`src/rtl/riscv_issue_scheduler.sv`:
```
// riscv_issue_scheduler: dual-issue in-order issue control with scoreboard, mul pipe and divider tracking
module riscv_issue_scheduler #(
  parameter int MUL_LAT = 2,
  parameter int CNT_W = 32
) (
  input  logic             clk_i,
  input  logic             rst_ni,
  input  logic             slot0_valid_i,
  input  logic [4:0]       slot0_rd_i,
  input  logic [4:0]       slot0_ra_i,
  input  logic [4:0]       slot0_rb_i,
  input  logic             slot0_wr_i,
  input  logic             slot0_rda_i,
  input  logic             slot0_rdb_i,
  input  logic             slot0_load_i,
  input  logic             slot0_store_i,
  input  logic             slot0_mul_i,
  input  logic             slot0_div_i,
  input  logic             slot0_branch_i,
  input  logic             slot0_csr_i,
  input  logic             slot1_valid_i,
  input  logic [4:0]       slot1_rd_i,
  input  logic [4:0]       slot1_ra_i,
  input  logic [4:0]       slot1_rb_i,
  input  logic             slot1_wr_i,
  input  logic             slot1_rda_i,
  input  logic             slot1_rdb_i,
  input  logic             slot1_load_i,
  input  logic             slot1_store_i,
  input  logic             slot1_mul_i,
  input  logic             slot1_div_i,
  input  logic             slot1_branch_i,
  input  logic             slot1_csr_i,
  input  logic             exec_stall_i,
  input  logic             flush_i,
  input  logic             wb_valid_i,
  input  logic [4:0]       wb_rd_i,
  input  logic             div_done_i,
  output logic             issue0_o,
  output logic             issue1_o,
  output logic             div_busy_o,
  output logic [31:0]      pending_o,
  output logic [CNT_W-1:0] dual_cnt_o,
  output logic [CNT_W-1:0] stall_cnt_o
);
  logic [31:0] pending_q, pending_d, mul_busy, busy;
  logic [MUL_LAT-1:0] mul_v_q, mul_v_d;
  logic [MUL_LAT-1:0][4:0] mul_rd_q, mul_rd_d;
  logic div_busy_q, div_busy_d;
  logic [CNT_W-1:0] dual_cnt_q, stall_cnt_q;
  logic haz0, haz1, raw, waw, pair_conflict, iss0, iss1, mul_ld0, mul_ld1;
  always_comb begin
    mul_busy = '0;
    for (int i = 0; i < MUL_LAT; i++)
      if (mul_v_q[i]) mul_busy[mul_rd_q[i]] = 1'b1;
    busy = (pending_q | mul_busy) & ~32'd1;
  end
  assign haz0 = (slot0_rda_i & busy[slot0_ra_i]) | (slot0_rdb_i & busy[slot0_rb_i]) |
                (slot0_wr_i & busy[slot0_rd_i]) | ((slot0_mul_i | slot0_div_i) & div_busy_q);
  assign haz1 = (slot1_rda_i & busy[slot1_ra_i]) | (slot1_rdb_i & busy[slot1_rb_i]) |
                (slot1_wr_i & busy[slot1_rd_i]) | ((slot1_mul_i | slot1_div_i) & div_busy_q);
  assign raw = slot0_wr_i & |slot0_rd_i & ((slot1_rda_i & slot1_ra_i == slot0_rd_i) |
               (slot1_rdb_i & slot1_rb_i == slot0_rd_i));
  assign waw = slot0_wr_i & slot1_wr_i & |slot0_rd_i & slot0_rd_i == slot1_rd_i;
  assign pair_conflict = ((slot0_load_i | slot0_store_i) & (slot1_load_i | slot1_store_i)) |
                         ((slot0_mul_i | slot0_div_i) & (slot1_mul_i | slot1_div_i)) |
                         (slot0_branch_i & slot1_branch_i) | slot0_csr_i | slot1_csr_i | raw | waw;
  // Outputs are forced low while reset is asserted since reset is asynchronous.
  assign iss0 = rst_ni & slot0_valid_i & !exec_stall_i & !flush_i & !haz0;
  assign iss1 = iss0 & slot1_valid_i & !haz1 & !pair_conflict;
  assign mul_ld0 = iss0 & slot0_mul_i & slot0_wr_i & |slot0_rd_i;
  assign mul_ld1 = iss1 & slot1_mul_i & slot1_wr_i & |slot1_rd_i;
  always_comb begin
    pending_d = pending_q;
    if (wb_valid_i) pending_d[wb_rd_i] = 1'b0;
    if (iss0 & (slot0_load_i | slot0_div_i) & slot0_wr_i & |slot0_rd_i) pending_d[slot0_rd_i] = 1'b1;
    if (iss1 & (slot1_load_i | slot1_div_i) & slot1_wr_i & |slot1_rd_i) pending_d[slot1_rd_i] = 1'b1;
    mul_v_d = mul_v_q;
    mul_rd_d = mul_rd_q;
    mul_v_d[0] = mul_ld0 | mul_ld1;
    mul_rd_d[0] = mul_ld0 ? slot0_rd_i : slot1_rd_i;
    for (int i = 1; i < MUL_LAT; i++) begin
      mul_v_d[i] = mul_v_q[i-1];
      mul_rd_d[i] = mul_rd_q[i-1];
    end
    div_busy_d = (iss0 & slot0_div_i) | (iss1 & slot1_div_i) | (div_busy_q & !div_done_i);
  end
  always_ff @(posedge clk_i or negedge rst_ni) begin
    if (!rst_ni) begin
      pending_q <= '0;
      mul_v_q <= '0;
      mul_rd_q <= '0;
      div_busy_q <= 1'b0;
      dual_cnt_q <= '0;
      stall_cnt_q <= '0;
    end else begin
      pending_q <= pending_d;
      mul_v_q <= mul_v_d;
      mul_rd_q <= mul_rd_d;
      div_busy_q <= div_busy_d;
      if (iss1) dual_cnt_q <= dual_cnt_q + CNT_W'(1);
      if (slot0_valid_i & !iss0) stall_cnt_q <= stall_cnt_q + CNT_W'(1);
    end
  end
  assign issue0_o = iss0;
  assign issue1_o = iss1;
  assign div_busy_o = div_busy_q;
  assign pending_o = pending_q;
  assign dual_cnt_o = dual_cnt_q;
  assign stall_cnt_o = stall_cnt_q;
endmodule

```
`config.mk`:
```
export PLATFORM = sky130hd
export DESIGN_NAME = riscv_issue_scheduler
export DESIGN_NICKNAME = d
export VERILOG_FILES = /design/src/rtl/riscv_issue_scheduler.sv
export SDC_FILE = /design/constraint.sdc
export NUM_CORES = 1
export LEC_CHECK = 0
export CAP_MARGIN = 20
export CORE_MARGIN = 2
export CORE_UTILIZATION = 57
export CTS_CLUSTER_SIZE = 8
export DETAILED_ROUTE_END_ITERATION = 8
export PLACE_DENSITY = 0.87
export SETUP_SLACK_MARGIN = 0.15
export SYNTH_ARGS = -nofsm -noshare
export SYNTH_HDL_FRONTEND = slang
export SYNTH_SLANG_ARGS = --single-unit
```
`constraint.sdc`:
```
create_clock -name clk_i -period 7.95 [get_ports clk_i]
set_clock_uncertainty 0.15 [all_clocks]
set_input_delay 0.795 -clock clk_i [delete_from_list [all_inputs] [get_ports clk_i]]
set_output_delay 0.795 -clock clk_i [all_outputs]
set_load 0.02 [all_outputs]
```
==> reports/qor.csv <==
stage,metric,value,unit
run_status,status,"finished, final reports clean",
global_routing,grt_overflow,0,
floorplan,dieArea,14800,um^2
pwr,clock_power_share,0.325,
sta,timing.fmax,165,MHz
sta,tightest_slew,1.18,ns
pwr,switching_share,0.320,
setup_path,r2r-end,pending_o[12],
route,ant_nets,0,
yosys,synth_edf_count,0,
place,placedCellCount,1170,
route,wirelength,28.6,mm
pwr,irDropWorstVdd,142,uV
pwr,p_sw,441,uW
yosys,synthFlopType,dfrtp_1,
yosys,syn_area,7870,um^2
yosys,synth_cells,869,
floorplan,start_util,0.590,
setup_path,critPathMaxFanout,32,
pwr,pwr-share-seq,0.448,
cells_and_area,instances_no_fill,1189,
setup_path,r2r_cells,11,
clocking,cts_tree,yes,
global_routing,grt_max_degree,72,
clocking,hold_buffers,0,
global_routing,first_global_vias,7719,
sta,setup_ws,1.89,ns
cells_and_area,area_growth,25.6,%
pwr,p_comb_frac,0.228,
sta,min_period_over_period,0.762,
yosys,yosysWarnings,0,
sta,final-setup-viol-count,0,
place,hpwlAfterDp,20.2,mm
floorplan,core_area,13300,um^2
setup_path,critPathTopFamily,simple AND/OR/NAND/NOR gates,
cells_and_area,fin_nets,1069,
global_routing,antenna_found_initial,1,
floorplan,ioPinCount,160,
floorplan,fp.dieH,122,um
yosys,synth_top_family_by_area,simple AND/OR/NAND/NOR gates,
route,vias,8229,
hold_path,holdCritPathClass,in -> async,
yosys,synth.distinct_cells,74,
sta,fin_hold_ws,0.253,ns
setup_path,startpoint_type,register,
sta,slew_violations,0,
yosys,synth_nets,932,
setup_path,cp-end-kind,primary output,
route,viasPerCell,6.92,
setup_path,worst_ep_required_time,7.01,ns
setup_path,path_cells,and4b_1 -> a221oi_2 -> mux2i_1 -> a211o_1 -> o21ai_1 -> o32ai_1 -> or4_1 -> or3_1 -> buf_4 -> inv_1 -> clkdlybuf4s50_1,
clocking,cts.sinks,109,
route,drt-initial-drc-count,859,
yosys,yosys.area_share.simple,0.255,
yosys,synth_xor_area_frac,0.0857,
sta,grt_setup_unrepaired,no,
place,post-place-ws,1.99,ns
clocking,clk_latency,0.36,ns
place,gp_congestion,1.02,
route,firstDrtPassIters,5,
yosys,ys_seq_elements,109,
yosys,synth_compound_area_frac,0.197,
sta,hold_viol_final,0,
pwr,p_int,940,uW
clocking,postCtsSetupRepairBufs,0,
clocking,root_buffer,clkbuf_16,
sta,slew_headroom,0.215,
job,maxCapViolCount,0,
yosys,synth.avg_cell_area,9.06,um^2
place,port_buffers,159,
route,wire_per_inst,24.1,um
global_routing,grt_first_pass_wirelength,43.7,mm
clocking,cts_resized,0,
yosys,ys_seq_area_frac,0.346,
clocking,numCtsBuffers,9,
setup_path,crit_path_max_incr_delay,0.87,ns
pwr,p_leak,0.00395,uW
global_routing,grtUsageTotal,0.387,
yosys,async_flop_share,1.00,
sta,fin_tns_setup,0,ns
yosys,synthMuxAreaShare,0.0753,
sta,min_period,6.06,ns
pwr,pwr_density_cell,140,nW/um^2
clocking,htreeDepth,3,
cells_and_area,layout-drive-gt1-share,0.0959,
clocking,clockBufferDepth,2,
setup_path,crit_arrival,5.11,ns
clocking,clk_pin_slew_worst_paths,0.07,ns
yosys,synthAdderAreaFrac,0.00318,
setup_path,cpMaxStageDelayCell,a221oi_2,
floorplan,die_w,122,um
setup_path,ff2ff_setup_slack,2.77,ns
floorplan,fp-row-count,42,
route,drcViolationCount,0,
setup_path,crit_type,reg -> out,
setup_path,path_buf_inv,3,
cells_and_area,fillers,1016,
setup_path,worstReg2RegStart,mul_v_q[0],
## cell usage in the layout (no fill, tap or decap), types with 14 or more instances in the layout
cell type / instances
mux2i_1: 21
xnor2_1: 28
dfrtp_1: 109
and3_1: 16
nand2_1: 104
inv_1: 21
o21ai_0: 43
a22oi_1: 17
clkdlybuf4s50_1: 158
nor3_1: 28
xor2_1: 49
a21oi_1: 17
nor2b_1: 14
nand4_1: 17
nor2_1: 55
nand3_1: 38
buf_4: 16
## stage by stage
step / total power, uW / instance area, um^2 / utilization
2_1_floorplan: 781 / 7870 / -
3_3_place_gp: 923 / 9580 / 0.718
3_5_place_dp: 930 / 9590 / 0.719
4_1_cts: 1370 / 9880 / 0.740
5_1_grt: 1420 / 9890 / 0.741
6_report: 1380 / 9890 / 0.741
## state kept, by name (all words and copies together), names as in the netlist
register     flops
pending_o       32
div_busy_o       1
mul_v_q          2
stall_cnt_o     32
mul_rd_d         5
mul_rd_q         5
dual_cnt_o      32
## power by group through the flow
stage	Combinational, uW	Clock, uW	Sequential, uW
6_report	314	449	618
3_5_place_dp	304	0	625
3_3_place_gp	300	0	624
4_1_cts	307	449	616
2_1_floorplan	137	0	644
5_1_grt	331	472	620
## synthesized netlist by cell type, types with 12 or more instances
cell      count  area (um^2)
clkbuf_1     36          135
nand2_1     104          390
a221oi_1     13          114
a21oi_1      17         85.1
dfrtp_1     109         2730
a22oi_1      17          128
nand3_1      38          190
nor3_1       28          140
mux2_2       12          135
nand4_1      17          106
and3_1       16          100
inv_1        21         78.8
nor2b_1      14         87.6
xnor2_1      28          245
nor2_1       55          206
o211ai_1     13         97.6
xor2_1       49          429
a221oi_2     12          180
mux2i_1      21          210
o21ai_0      43          215
## how the worst max path moves through the flow
| stage | from | to | slack, ns | cells after the start |
|---|---|---|---|---|
| CTS | slot0_rd_i[0] | issue1_o | 1.97 | 10 |
| detailed placement | slot0_rd_i[0] | issue1_o | 1.99 | 10 |
| global route | slot0_rd_i[0] | issue1_o | 1.65 | 10 |
| finish | mul_v_q[0] | issue1_o | 1.89 | 11 |
| floorplan | slot0_ra_i[0] | issue1_o | 3.54 | 13 |
| global placement | slot0_rd_i[0] | issue1_o | 2.12 | 10 |
## cells by family (layout without fill, tap and decap cells)
| family | after synthesis | after routing |
|---|---|---|
| simple gates | 364 | 364 |
| xor+xnor | 77 | 77 |
| mux | 44 | 44 |
| compound gates | 200 | 200 |
| buf+inv | 73 | 215 |
| fa+ha+maj | 2 | 2 |
| other cells | 0 | 2 |
| flops | 109 | 109 |
## area by class of cell
cell class,instances,area [um^2],area share
antenna,2,5.00,0.000506
clock buffer,10,239,0.0242
clock inverter,6,52.6,0.00531
inverter,24,90.1,0.00911
multi-input combinational,687,4850,0.490
sequential,109,2730,0.276
tap,176,220,0.0223
timing repair buffer,175,1710,0.173
## per-layer routing
metal / vias up / wire, um / GRT usage
met1: 3916 / 10900 / 0.507
met3: 122 / 3670 / 0.132
met4: 0 / 1430 / 0.198
li1: 3558 / - / -
met5: - / 0 / 0
met2: 633 / 12500 / 0.571
(Power assumes the default switching activity.)
